[src/rtl/pipeline_pkg.sv]
// Shared pipeline definitions: opcode constants, instruction field bounds, NOP word, fetch FSM states.
package pipeline_pkg;

  localparam int INSTR_W = 16;
  localparam int OPC_HI  = 15;
  localparam int OPC_LO  = 10;
  localparam int OPC_W   = OPC_HI - OPC_LO + 1;

  localparam logic [OPC_W-1:0] OPC_NOP = 6'b000001;
  localparam logic [OPC_W-1:0] OPC_NOT = 6'b000010;
  localparam logic [OPC_W-1:0] OPC_ADD = 6'b000011;
  localparam logic [OPC_W-1:0] OPC_LDM = 6'b000100;
  localparam logic [OPC_W-1:0] OPC_STD = 6'b000101;

  localparam logic [INSTR_W-1:0] NOP_WORD = {OPC_NOP, {(INSTR_W-OPC_W){1'b0}}};

  typedef enum logic {
    ST_BOOT  = 1'b0,
    ST_FETCH = 1'b1
  } fetch_state_t;

  function automatic logic [OPC_W-1:0] opcode_of(input logic [INSTR_W-1:0] instr);
    return instr[OPC_HI:OPC_LO];
  endfunction

endpackage

[src/rtl/fetch_stage_if_id_reg.sv]
// IF/ID pipeline register: holds on i_hold, substitutes the bubble word on i_bubble.
// One-cycle register; i_hold has priority over i_bubble, reset loads the bubble word.
module if_id_reg #(
  parameter int PC_W = 32,
  parameter int INSTR_W = 16,
  parameter logic [INSTR_W-1:0] BUBBLE_WORD = 16'h0400
) (
  input  logic               clk,
  input  logic               rst,
  input  logic               i_hold,
  input  logic               i_bubble,
  input  logic [INSTR_W-1:0] i_instr,
  input  logic [PC_W-1:0]    i_pc,
  output logic [INSTR_W-1:0] o_instr,
  output logic [PC_W-1:0]    o_pc
);

  logic [INSTR_W-1:0] r_instr;
  logic [PC_W-1:0]    r_pc;

  always_ff @(posedge clk) begin
    if (rst) begin
      r_instr <= BUBBLE_WORD;
      r_pc    <= '0;
    end else if (!i_hold) begin
      r_instr <= i_bubble ? BUBBLE_WORD : i_instr;
      r_pc    <= i_pc;
    end
  end

  assign o_instr = r_instr;
  assign o_pc    = r_pc;

endmodule

[src/rtl/fetch_stage.sv]
// Instruction fetch: PC, BOOT/FETCH control, LDM immediate capture, IF/ID register toward decode.
// Build option FETCH_RESET_VECTOR_EN: BOOT loads the PC from word 0 (reset vector) instead of 0.
module fetch_stage #(
  parameter int PC_W = 32,
  parameter int INSTR_W = 16,
  parameter logic [5:0] NOP_OPCODE = 6'b000001
) (
  input  logic               clk,
  input  logic               rst,
  input  logic               stall,
  input  logic               cu_flush,
  input  logic [INSTR_W-1:0] imem_data,
  output logic [PC_W-1:0]    imem_addr,
  output logic [INSTR_W-1:0] if_id_instr,
  output logic [PC_W-1:0]    if_id_pc,
  output logic [INSTR_W-1:0] imm_out,
  output logic               imm_valid
);
  import pipeline_pkg::*;

  localparam logic [INSTR_W-1:0] BUBBLE = {NOP_OPCODE, {(INSTR_W-OPC_W){1'b0}}};
  localparam logic [PC_W-1:0]    PC_ONE = {{(PC_W-1){1'b0}}, 1'b1};

  fetch_state_t       r_state;
  fetch_state_t       w_state_nxt;
  logic [PC_W-1:0]    r_pc;
  logic [PC_W-1:0]    w_pc_nxt;
  logic [INSTR_W-1:0] r_imm;
  logic               r_imm_vld;
  logic               w_bubble;
  logic               w_capture;

  always_ff @(posedge clk) begin
    if (rst) begin
      r_state <= ST_BOOT;
    end else begin
      r_state <= w_state_nxt;
    end
  end

  // Stall freezes everything; cu_flush is re-evaluated once the stall releases.
  always_comb begin
    w_state_nxt = r_state;
    w_pc_nxt    = r_pc;
    w_bubble    = 1'b0;
    w_capture   = 1'b0;
    if (!stall) begin
      case (r_state)
        ST_BOOT: begin
          w_state_nxt = ST_FETCH;
          w_bubble    = 1'b1;
`ifdef FETCH_RESET_VECTOR_EN
          w_pc_nxt    = PC_W'(imem_data);
`else
          w_pc_nxt    = '0;
`endif
        end
        ST_FETCH: begin
          w_pc_nxt  = r_pc + PC_ONE;
          w_bubble  = cu_flush;
          w_capture = cu_flush;
        end
      endcase
    end
  end

  always_ff @(posedge clk) begin
    if (rst) begin
      r_pc      <= '0;
      r_imm     <= '0;
      r_imm_vld <= 1'b0;
    end else begin
      r_pc      <= w_pc_nxt;
      r_imm_vld <= w_capture;
      if (w_capture) begin
        r_imm <= imem_data;
      end
    end
  end

  // The word fetched under a flush is the LDM immediate; decode sees a bubble in its place.
  if_id_reg #(
    .PC_W       (PC_W),
    .INSTR_W    (INSTR_W),
    .BUBBLE_WORD(BUBBLE)
  ) u_if_id (
    .clk     (clk),
    .rst     (rst),
    .i_hold  (stall),
    .i_bubble(w_bubble),
    .i_instr (imem_data),
    .i_pc    (r_pc),
    .o_instr (if_id_instr),
    .o_pc    (if_id_pc)
  );

  assign imem_addr = r_pc;
  assign imm_out   = r_imm;
  assign imm_valid = r_imm_vld;

endmodule
[config.mk]
export PLATFORM = sky130hd
export DESIGN_NAME = fetch_stage
export DESIGN_NICKNAME = d
export VERILOG_FILES = /design/src/rtl/pipeline_pkg.sv /design/src/rtl/fetch_stage_if_id_reg.sv /design/src/rtl/fetch_stage.sv
export SDC_FILE = /design/constraint.sdc
export NUM_CORES = 1
export LEC_CHECK = 0
export BUFFER_PORTS_ARGS = -buffer_cell sky130_fd_sc_hd__buf_2
export CORE_ASPECT_RATIO = 1.5
export CORE_MARGIN = 8
export CORE_UTILIZATION = 40
export CTS_CLUSTER_DIAMETER = 30
export CTS_CLUSTER_SIZE = 16
export DETAILED_ROUTE_END_ITERATION = 12
export PLACE_DENSITY_LB_ADDON = 0.05
export SETUP_SLACK_MARGIN = 0.4
export SYNTH_ARGS = -nofsm -noshare
export SYNTH_HDL_FRONTEND = slang
export SYNTH_HIERARCHICAL = 1
export SYNTH_SLANG_ARGS = --single-unit
[constraint.sdc]
create_clock -name clk -period 3.6 [get_ports clk]
set_input_delay 0.54 -clock clk [delete_from_list [all_inputs] [get_ports clk]]
set_output_delay 0.54 -clock clk [all_outputs]
set_load 0.005 [all_outputs]
==> metrics.md, run 1 <==
| Metric | Value |
|---|---|
| Adder-cell area share of the yosys netlist | less than 1% |
| Xor/xnor share of the synthesized area | around 2.3% |
| CTS max path bufs | 2 |
| Post-route ant nets | 0 |
| Fmax | just over 0.5 GHz |
| First-pass GRT wire length | 16370 um |
| Commonest non-fill, non-tap cells in the layout | 116 x buf_2, 98 x dfxtp_1, 64 x nand2_1, 51 x nor2_1, 34 x mux2i_1 |
| I/O Pins | about 120 |
| CTS Buf Count | 9 |
| Yosys top cell by area | dfxtp_1 |
| Layout cells sized above 1 | 28.78% |
| 1st-iter DRT viols | ~120 |
| Chip Height | ~140 um |
| Mux cell area share after synthesis | ~8.3% |
| Fillers | slightly above 1000 |
| Comb power frac | 5.5% |
| WL/cell | approximately 15 um |
| Largest net degree at the start of global routing | a little over 70 |
| Input/output buffers | around 120 |
| Final worst path period share | 54.74% |
| Power per standard cell area | ~440 nW/um2 |
| Post-synthesis sequential area ratio | between 40 and 50% |
| Total number of vias | ~3400 |
| Crit path DAT | roughly 2.2 ns |
| # setup viols final | 0 |
| Resize count post-CTS | 0 |
| Root Buffer | clkbuf_16 |
| CTS Hold Bufs | 0 |
| Clock latency at the later pin of the worst-skew pair | roughly 0.34 ns |
| Die X | ~99 um |
| Pint | between 1.5 and 2 mW |
| Post CTS Setup Buffer Count | 0 |
| Top cells by area, synth | dfxtp_1 48%, mux2i_1 8.3%, nand2_1 5.9% |
| Cells after synthesis | 438 |
| Clk sink count | 98 |
| Status | complete, no violations |
| Net Sw Frac | 21.09% |
| Hold Startpoint | imm_out[13] |
| Slew headroom | between 30% and 40% |
| Row count | 45 |
| Pwr Total | 2.204 mW |
| Clock power share | approximately 44% |
| CP Capture Type | flop |
| Antenna cells | 0 |
| Worst Skew | roughly 0.0075 ns |
| Simple-gate area share of the yosys netlist | around a quarter |
| FF+latch count, synth | 98 |
| R2R Path Start | imem_addr[9] |
| Syn Std Cell Area | slightly above 4000 um2 |
| Grt total ovfl | 0 |
| Htree depth | 3 |
| Placer congestion estimate | about 0.74 |
| Number of global-route vias before repair | ~3300 |
| P_leak | 2.208 nW |
| CP Data Required Time | 3.86 ns |
| Core ar. | a little over 10000 um2 |
| Kind of critical path | primary input to flop |
| Yosys warns | 6 |
| Most common cell after layout, fill and taps aside | buf_2 |
| Worst hold path class | flop to flop |
| Drc violations | 0 |
| Max Cap Violations | 0 |
| Final hold viol count | 0 |
| Hpwl dp | ~7000 um |
| Distinct cell type count after synthesis | 49 |
| Post-synth EDFFs | 0 |
| Slew @ Worst Pin | approximately 1.0 ns |
| Die area | between 10000 and 15000 um2 |
| Flop pwr share | approximately half |
| Pre-Repair DR Iteration Count | 4 |
| Total track usage | between 10% and 20% |
| Largest family of logic cells by synthesized area | simple AND/OR/NAND/NOR gates |
| RSZ-0062 raised after global routing | no |
| Synth Area in Compound Gates | roughly an eighth |
| Antenna violations before repair | 0 |
| Synth Flop Type | dfxtp_1 |
| Synth top area share | ~48% |
| CP max FO | 38 |
| Final-stage net count | about 560 |
| Crit path launch type | primary input |
| Clock transition at path regs | approximately 0.060 ns |
| Min Tclk post-route | about 2.0 ns |
| Synth Area per Inst | around 9.4 um2 |
| Area of the multi-input gates | 1932 um2 |
| Peak supply drop | approximately 0.25 mV |
| Final WL | 9940 um |
| Final Max Tran Viols | 0 |
| Via density | just over 5 |
| Mapped Nets | roughly 460 |
| Worst R2R Setup Slack | around 1.7 ns |
| Post-synthesis async set-or-reset flop share | 0% |
| Register Area | 1962 um2 |
| CP Launch Point | stall |
| Initial Utilization | 40.68% |
| Setup tns final | 0 ns |
| NetSw | between 0.4 and 0.5 mW |
| Layout area overhead | 20.96% |
| CTS tree | done |
## synth_stat cells (2+ instances only)
| master | count |
|---|---|
| nand4_1 | 5 |
| nor3_1 | 3 |
| clkbuf_1 | 5 |
| a41o_1 | 3 |
| o31a_1 | 2 |
| nor4_1 | 7 |
| mux2i_1 | 34 |
| o21ai_0 | 2 |
| o21a_1 | 2 |
| or4_1 | 10 |
| or3_1 | 2 |
| o31ai_1 | 10 |
| and2_1 | 2 |
| buf_2 | 13 |
| o22ai_1 | 4 |
| xor2_1 | 4 |
| inv_1 | 3 |
| nand2b_1 | 15 |
| nor2_1 | 51 |
| nand3_1 | 8 |
| and3_2 | 3 |
| dfxtp_1 | 98 |
| a31oi_1 | 4 |
| a21oi_1 | 31 |
| nor2b_1 | 2 |
| o22ai_2 | 10 |
| nand4_4 | 2 |
| buf_4 | 4 |
| nand2_1 | 64 |
| and3_1 | 3 |
| xnor2_1 | 7 |
| buf_6 | 8 |
## state kept, by name, summed over array words and instances (netlist names)
name and flops:
imem_addr 32, u_if_id/o_instr 16, r_state 1, imm_out 16
imm_valid 1, u_if_id/o_pc 32
## per-layer routing
| layer | global-route usage (%) | routed length [um] |
|---|---|---|
| met4 | 5.686 | 170 |
| met3 | 6.349 | 794 |
| met1 | 15.76 | 4209 |
| met5 | 0 | 0 |
| met2 | 24.20 | 4766 |
## final timing paths
| check | cells past startpoint | end |
|---|---|---|
| setup / recovery | 5 | imem_addr[25] |
| hold / removal | 2 | imm_out[13] |
| setup reg to reg | 4 | imem_addr[17] |
| hold reg to reg | 2 | imm_out[13] |
## power by group through the flow
stage | Sequential, mW | Combinational [mW] | Clock [mW]
6_report | 1.11 | 0.122 | 0.972
5_1_grt | 1.11 | 0.137 | 1.05
4_1_cts | 1.11 | 0.126 | 1.01
3_5_place_dp | 1.13 | 0.126 | 0
3_3_place_gp | 1.13 | 0.123 | 0
2_1_floorplan | 1.14 | 0.0835 | 0
## area by class of cell
class / count / area share, %
inverters: 3 / 0.2270
well taps: 117 / 2.952
repair buffers: 119 / 12.16
multi-input cells: 307 / 38.95
flip-flops and latches: 98 / 39.56
clock inverters: 2 / 0.7064
clock buffers: 13 / 5.449
## logic make-up after synthesis
family	count (synthesis)
AND/OR/NAND/NOR	189
flip-flops	98
AO/OA/AOI/OAI	72
multiplexers	34
buffers and inverters	33
XOR/XNOR	11
adder cells (fa/ha/maj)	1
## through the flow
stage | instances | hold slack [ns] | util [%] | cell area (um2) | worst slack, ns
finish | 659 | 0.4515 | 49.21 | 4960 | 1.629
CTS | 659 | 0.4381 | 49.21 | 4960 | 1.633
detailed placement | 644 | 0.4441 | 46.18 | 4654 | 1.275
global route | 659 | 0.4472 | 49.21 | 4960 | 1.446
floorplan | 438 | 0.4527 | - | 4100 | 1.904
global placement | 644 | 0.4395 | 46.18 | 4654 | 1.311
## critical path, cell delays in order
cell and delay (ns):
buf_2 0.33, and4b_1 0.51, nand2_1 0.20, or4_1 0.50, a21oi_1 0.14
No activity file was read; power rests on OpenSTA's default activity.
==> run 2: changes to the inputs <==
==> constraint.sdc (replaced) <==
create_clock -name clk -period 1.8 [get_ports clk]
set_input_delay 0.27 -clock clk [delete_from_list [all_inputs] [get_ports clk]]
set_output_delay 0.27 -clock clk [all_outputs]
set_load 0.005 [all_outputs]
==> run 2 against run 1 <==
Compared with the run above: core utilization increased by 5.3 points; final cell count grew 5.6%; non-clock buffer count grew 33; critical path type is now flop to flop; critical endpoint is now imem_addr[26].
==> metrics.md, run 2 (synthesis gave the netlist of run 1 again) <==
| Metric | Value |
|---|---|
| Status | complete, no violations (unchanged) |
| Core ar. | 10080 um2 (unchanged) |
| Final hold viol count | 0 (unchanged) |
| Final Max Tran Viols | 0 (unchanged) |
| Worst hold path class | primary input to flop (was flop to flop) |
| WL/cell | 15.64 um (was 15.08 um) |
| Die X | 98.67 um (unchanged) |
| Fillers | 957 (was 1022) |
| Total track usage | 16.02% (was 14.51%) |
| CTS tree | done (unchanged) |
| Antenna violations before repair | 0 (unchanged) |
| Setup tns final | 0 ns (unchanged) |
| Total number of vias | 3570 (was 3359) |
| Peak supply drop | 0.4477 mV (was 0.2476 mV) |
| Routed wl met2 | 5610 um (was 4766 um) |
| R2R Path Start | imem_addr[1] (was imem_addr[9]) |
| Power per standard cell area | 784.1 nW/um2 (was 444.5 nW/um2) |
| Pre-Repair DR Iteration Count | 4 (unchanged) |
| Most common cell after layout, fill and taps aside | buf_2 (unchanged) |
| Hold depth | 3 (was 2) |
| Clock latency at the later pin of the worst-skew pair | 0.34 ns (about the same) |
| Die area | 13810 um2 (unchanged) |
| Worst Skew | 0.009694 ns (was 0.007468 ns) |
| Hpwl dp | 7522 um (was 7205 um) |
| Fmax | about 0.65 GHz |
| FF-to-FF End | imem_addr[26] (was imem_addr[17]) |
| Worst R2R Setup Slack | 0.25 ns (was 1.65 ns) |
| Final-stage net count | 595 (was 559) |
| CTS max path bufs | 2 (unchanged) |
| Post-route ant nets | 0 (unchanged) |
| Htree depth | 3 (unchanged) |
| RSZ-0062 raised after global routing | yes (was no) |
| # setup viols final | 0 (unchanged) |
| Chip Height | 140 um (unchanged) |
| Kind of critical path | flop to flop (was primary input to flop) |
| WHS Endpoint | imm_out[9] (was imm_out[13]) |
| Clk sink count | 98 (unchanged) |
| Slew headroom | 74.60% (was 31.57%) |
| Layout cells sized above 1 | 41.62% (was 28.78%) |
| Hold Startpoint | imem_data[9] (was imm_out[13]) |
| CP Data Required Time | 2.06 ns (was 3.86 ns) |
| Max Cap Violations | 0 (unchanged) |
| Placer congestion estimate | 0.7581 (was 0.7437) |
| P_leak | 2.530 nW (was 2.208 nW) |
| Initial Utilization | 40.68% (unchanged) |
| Row count | 45 (unchanged) |
| First-pass GRT wire length | 18190 um (was 16370 um) |
| Final worst path period share | 86.07% |
| Crit path launch type | flop (was primary input) |
| 1st-iter DRT viols | 94 (was 124) |
| Wire length on met3 | 749 um (was 794 um) |
| CTS Buf Count | 9 (unchanged) |
| Root Buffer | clkbuf_16 (unchanged) |
| Number of global-route vias before repair | 3576 (was 3291) |
| Largest net degree at the start of global routing | 81 (was 71) |
| Commonest non-fill, non-tap cells in the layout | 116 x buf_2, 72 x dfxtp_1, 62 x nand2_1, 50 x nor2_1, 34 x mux2i_1 (was 116 x buf_2, 98 x dfxtp_1, 64 x nand2_1, 51 x nor2_1, 34 x mux2i_1) |
| Via density | 5.129 (was 5.097) |
| Final WL | 10880 um (was 9940 um) |
| Min Tclk post-route | 1.549 ns |
| I/O Pins | 117 (unchanged) |
| Slew @ Worst Pin | 0.3810 ns (was 1.021 ns) |
| CTS Hold Bufs | 0 (unchanged) |
| Input/output buffers | 116 (unchanged) |
| Drc violations | 0 (unchanged) |
| Fin area | 5494 um2 (was 4960 um2) |
| Layout area overhead | 33.99% (was 20.96%) |
| M1 WL | 4350 um (was 4209 um) |
| Hold slack | 0.1744 ns (was 0.4515 ns) |
| CP Capture Type | flop (unchanged) |
| Top Layer Used | met4 (unchanged) |
| Crit path DAT | 1.81 ns (was 2.23 ns) |
| CP max FO | 6 (was 38) |
| Reg2Reg Depth | 5 (was 4) |
| Antenna cells | 0 (unchanged) |
| Grt total ovfl | 0 (unchanged) |
| Clock transition at path regs | 0.06 ns (about the same) |
| Post-DP Area | 4893 um2 (was 4654 um2) |
-- run 2: cell count changes in the layout (fill, tap and decap cells not counted), sizes merged --
cell    delta
buf       +33
clkinv     +1
clkbuf     +1
nand4      +2
nand2      +1
bufinv     -1
-- run 2: how the worst max path moves through the flow --
| stage | start | endpoint | cells after the start |
|---|---|---|---|
| 3_5_place_dp | stall | imem_addr[19] | 5 |
| 5_1_grt | imem_addr[24] | imem_addr[26] | 4 |
| 4_1_cts | imem_addr[1] | imem_addr[26] | 5 |
| 6_report | imem_addr[1] | imem_addr[26] | 5 |
| 3_3_place_gp | stall | imem_addr[19] | 5 |
| 2_1_floorplan | imem_addr[1] | imem_addr[26] | 6 |
-- run 2: timing repair --
| item | 4_1_cts | 5_1_grt |
|---|---|---|
| endpoints found under the setup margin | 23 | 43 |
| buffers inserted | 9 | 6 |
| resized for setup | 15 | 30 |
| endpoints found under the hold margin | 0 | 0 |
| pin swaps | 11 | 14 |
| gates cloned | 3 | 0 |
-- run 2: power by group --
part           switching, mW  internal (mW)  leakage [nW]
combinational          0.152          0.112          1.58
sequential            0.0192           2.19         0.809
clock                  0.782           1.06         0.142
-- run 2: final cells by class --
class	instances	area, um2	area share (%)
multi-input cells	310	2146	39.06
flip-flops and latches	98	2022	36.80
repair buffers	152	883.3	16.08
clock buffers	14	275.3	5.010
well taps	117	146.4	2.665
inverters	3	11.26	0.2050
clock inverters	2	10.01	0.1822
-- run 2: layer usage --
metal,up-vias,track usage [%]
met1,1654,17.43
met5,-,0
met4,0,6.336
met2,95,28.19
li1,1808,-
met3,13,4.861
-- run 2: stage by stage --
stage | util, % | worst slack, ns | instances | power, mW
5_1_grt | 54.51 | 0.2011 | 696 | 4.481
2_1_floorplan | - | 0.3091 | 438 | 2.430
3_3_place_gp | 48.55 | 0.1316 | 662 | 2.521
6_report | 54.51 | 0.2507 | 696 | 4.308
3_5_place_dp | 48.55 | 0.08308 | 662 | 2.525
4_1_cts | 52.86 | 0.2534 | 690 | 4.378
-- run 2: critical path, cell delays in order (launching register included) --
cell	delay, ns
dfxtp_4	0.37
ha_4	0.13
and3b_2	0.25
nand2_4	0.11
or4_1	0.47
a21oi_1	0.14
==> run 3: changes to the inputs <==
--- a/config.mk
+++ b/config.mk
@@ -8,7 +8,7 @@
 export BUFFER_PORTS_ARGS = -buffer_cell sky130_fd_sc_hd__buf_2
 export CORE_ASPECT_RATIO = 1.5
 export CORE_MARGIN = 8
-export CORE_UTILIZATION = 40
+export CORE_UTILIZATION = 35
 export CTS_CLUSTER_DIAMETER = 30
 export CTS_CLUSTER_SIZE = 16
 export DETAILED_ROUTE_END_ITERATION = 12
==> run 3 against run 2 <==
Compared with the run above: sequential power about the same; register-to-register slack about the same; setup slack worse by 0.011 ns; die area up 12%; non-clock buffer count up 8; fmax down 0.71%; global-route usage down 1.0 points; largest power group unchanged; highest routed layer unchanged.
==> metrics.md, run 3 (synthesis gave the netlist of run 1 again) <==
| Metric | Value |
|---|---|
| Core ar. | 11470 um2 (was 10080 um2) |
| Final Max Tran Viols | 0 (unchanged) |
| Crit path buf inv count | 1 (was 0) |
| Status | complete, no violations (unchanged) |
| CTS tree | done (unchanged) |
| # setup viols final | 0 (unchanged) |
| Placer congestion estimate | 0.7327 (was 0.7581) |
| Max Cap Violations | 0 (unchanged) |
| Delay of the slowest critical-path stage | 0.39 ns (was 0.47 ns) |
| Grt total ovfl | 0 (unchanged) |
| Cell family with most CP delay | simple AND/OR/NAND/NOR gates (unchanged) |
| Final WL | 11530 um (was 10880 um) |
| Critical Path Slowest Stage Cell | or4_1 (unchanged) |
| I/O Pins | 117 (unchanged) |
| Most common cell after layout, fill and taps aside | buf_2 (unchanged) |
| First-pass GRT wire length | 19080 um (was 18190 um) |
| P_leak | 2.569 nW (was 2.530 nW) |
| Slew headroom | 64.66% (was 74.60%) |
| Worst slack, placed | 0.07315 ns (was 0.08308 ns) |
| Peak supply drop | 0.4553 mV (was 0.4477 mV) |
| Layout area overhead | 37.02% (was 33.99%) |
| Antenna violations before repair | 0 (unchanged) |
| Crit path DAT | 1.83 ns (was 1.81 ns) |
| CTS max path bufs | 2 (unchanged) |
| WL/cell | 15.65 um (was 15.64 um) |
| Commonest non-fill, non-tap cells in the layout | 115 x buf_2, 72 x dfxtp_1, 62 x nand2_1, 50 x nor2_1, 37 x buf_4 (was 116 x buf_2, 72 x dfxtp_1, 62 x nand2_1, 50 x nor2_1, 34 x mux2i_1) |
| Total number of vias | 3623 (was 3570) |
| Min Tclk post-route | 1.560 ns (was 1.549 ns) |
| CP Data Required Time | 2.07 ns (was 2.06 ns) |
| Post-route ant nets | 0 (unchanged) |
| Kind of critical path | flop to flop (unchanged) |
| Setup tns final | 0 ns (unchanged) |
| Die area | 15510 um2 (was 13810 um2) |
| Crit path launch type | flop (unchanged) |
| Cell Count, Final, Fillers Out | 737 (was 696) |
| Final hold viol count | 0 (unchanged) |
| Htree depth | 3 (unchanged) |
| Drc violations | 0 (unchanged) |
| Chip Height | 148.6 um (was 140 um) |
| Layout cells sized above 1 | 43.10% (was 41.62%) |
| Hpwl dp | 8048 um (was 7522 um) |
| Clock latency at the later pin of the worst-skew pair | 0.34 ns (about the same) |
| Row count | 48 (was 45) |
| Final setup margin | 0.2396 ns (was 0.2507 ns) |
| 1st-iter DRT viols | 97 (was 94) |
| RSZ-0062 raised after global routing | yes (unchanged) |
| CP Capture Type | flop (unchanged) |
| Power per standard cell area | 751.0 nW/um2 (was 784.1 nW/um2) |
| Via density | 4.916 (was 5.129) |
| Die X | 104.4 um (was 98.67 um) |
| Number of global-route vias before repair | 3690 (was 3576) |
| Total track usage | 14.98% (was 16.02%) |
| Pre-Repair DR Iteration Count | 4 (unchanged) |
| Input/output buffers | 116 (unchanged) |
| Clock transition at path regs | 0.07 ns (was 0.06 ns) |
| Final worst path period share | 86.69% (was 86.07%) |
| Fmax | 0.6409 GHz (was 0.6454 GHz) |
| CP max FO | 6 (unchanged) |
| Worst hold path class | primary input to flop (unchanged) |
| Initial Utilization | 35.74% (was 40.68%) |
| Clk sink count | 98 (unchanged) |
| Placed insts | 695 (was 662) |
| Root Buffer | clkbuf_16 (unchanged) |
| Cell Chain, Critical Path | and4_4, nand4_4, buf_6, or4_1, a21oi_1 (was ha_4, and3b_2, nand2_4, or4_1, a21oi_1) |
| Largest net degree at the start of global routing | 53 (was 81) |
| CTS Buf Count | 9 (unchanged) |
| Worst Skew | 0.007032 ns (was 0.009694 ns) |
| Final-stage net count | 603 (was 595) |
| Antenna cells | 0 (unchanged) |
| Slew @ Worst Pin | 0.5301 ns (was 0.3810 ns) |
## run 3: metrics by stage
stage	hold WS, ns	instance area (um2)	power (mW)	utilization (%)
2_1_floorplan	0.4060	4183	2.430	-
3_3_place_gp	0.4401	4912	2.526	42.82
3_5_place_dp	0.4458	4912	2.528	42.82
4_1_cts	0.1620	5366	4.298	46.78
5_1_grt	0.1686	5618	4.403	48.97
6_report	0.1763	5618	4.219	48.97
## run 3: final timing paths
check | to | slack, ns | start | depth (start not counted)
setup / recovery | imem_addr[19] | 0.24 | imem_addr[12] | 5
hold reg to reg | imm_out[7] | 0.46 | imm_out[7] | 2
hold / removal | imm_out[9] | 0.18 | imem_data[9] | 3
setup reg to reg | imem_addr[19] | 0.24 | imem_addr[12] | 5
## run 3: worst min-delay path, cell delays in order
cell	delay (ns)
buf_2	0.11
nand2_1	0.05
a21oi_1	0.05
## run 3: per-layer routing
| layer | global-route usage (%) | part of all wire (%) | up-vias |
|---|---|---|---|
| met5 | 0 | 0 | - |
| met4 | 6.982 | 1.8 | 0 |
| met3 | 4.028 | 5.5 | 13 |
| met2 | 26.30 | 52 | 77 |
| met1 | 16.38 | 41 | 1696 |
| li1 | - | - | 1837 |
## run 3: power by group
| part | internal [mW] | total, mW | switching [mW] |
|---|---|---|---|
| sequential | 2.18 | 2.20 | 0.0185 |
| combinational | 0.114 | 0.273 | 0.158 |
| clock | 0.931 | 1.75 | 0.817 |
| total | 3.22 | 4.22 | 0.994 |
## run 3: cell type report
class	count	area, um2
Clock buffer	11	232.7
Inverter	3	11.26
Sequential cell	98	2032
Multi-Input combinational cell	310	2171
Fill cell	1149	5853
Timing Repair Buffer	160	952.2
Clock inverter	5	31.28
Tap cell	150	187.7
## run 3: repair_timing
action                                 in CTS  in global routing
endpoints found under the hold margin       0                  0
pin swaps                                  15                 17
buffers inserted                           12                 11
resized for setup                          26                 34
setup endpoints to repair                  37                 34
gates cloned                                2                  1
hold buffers                                0                  0
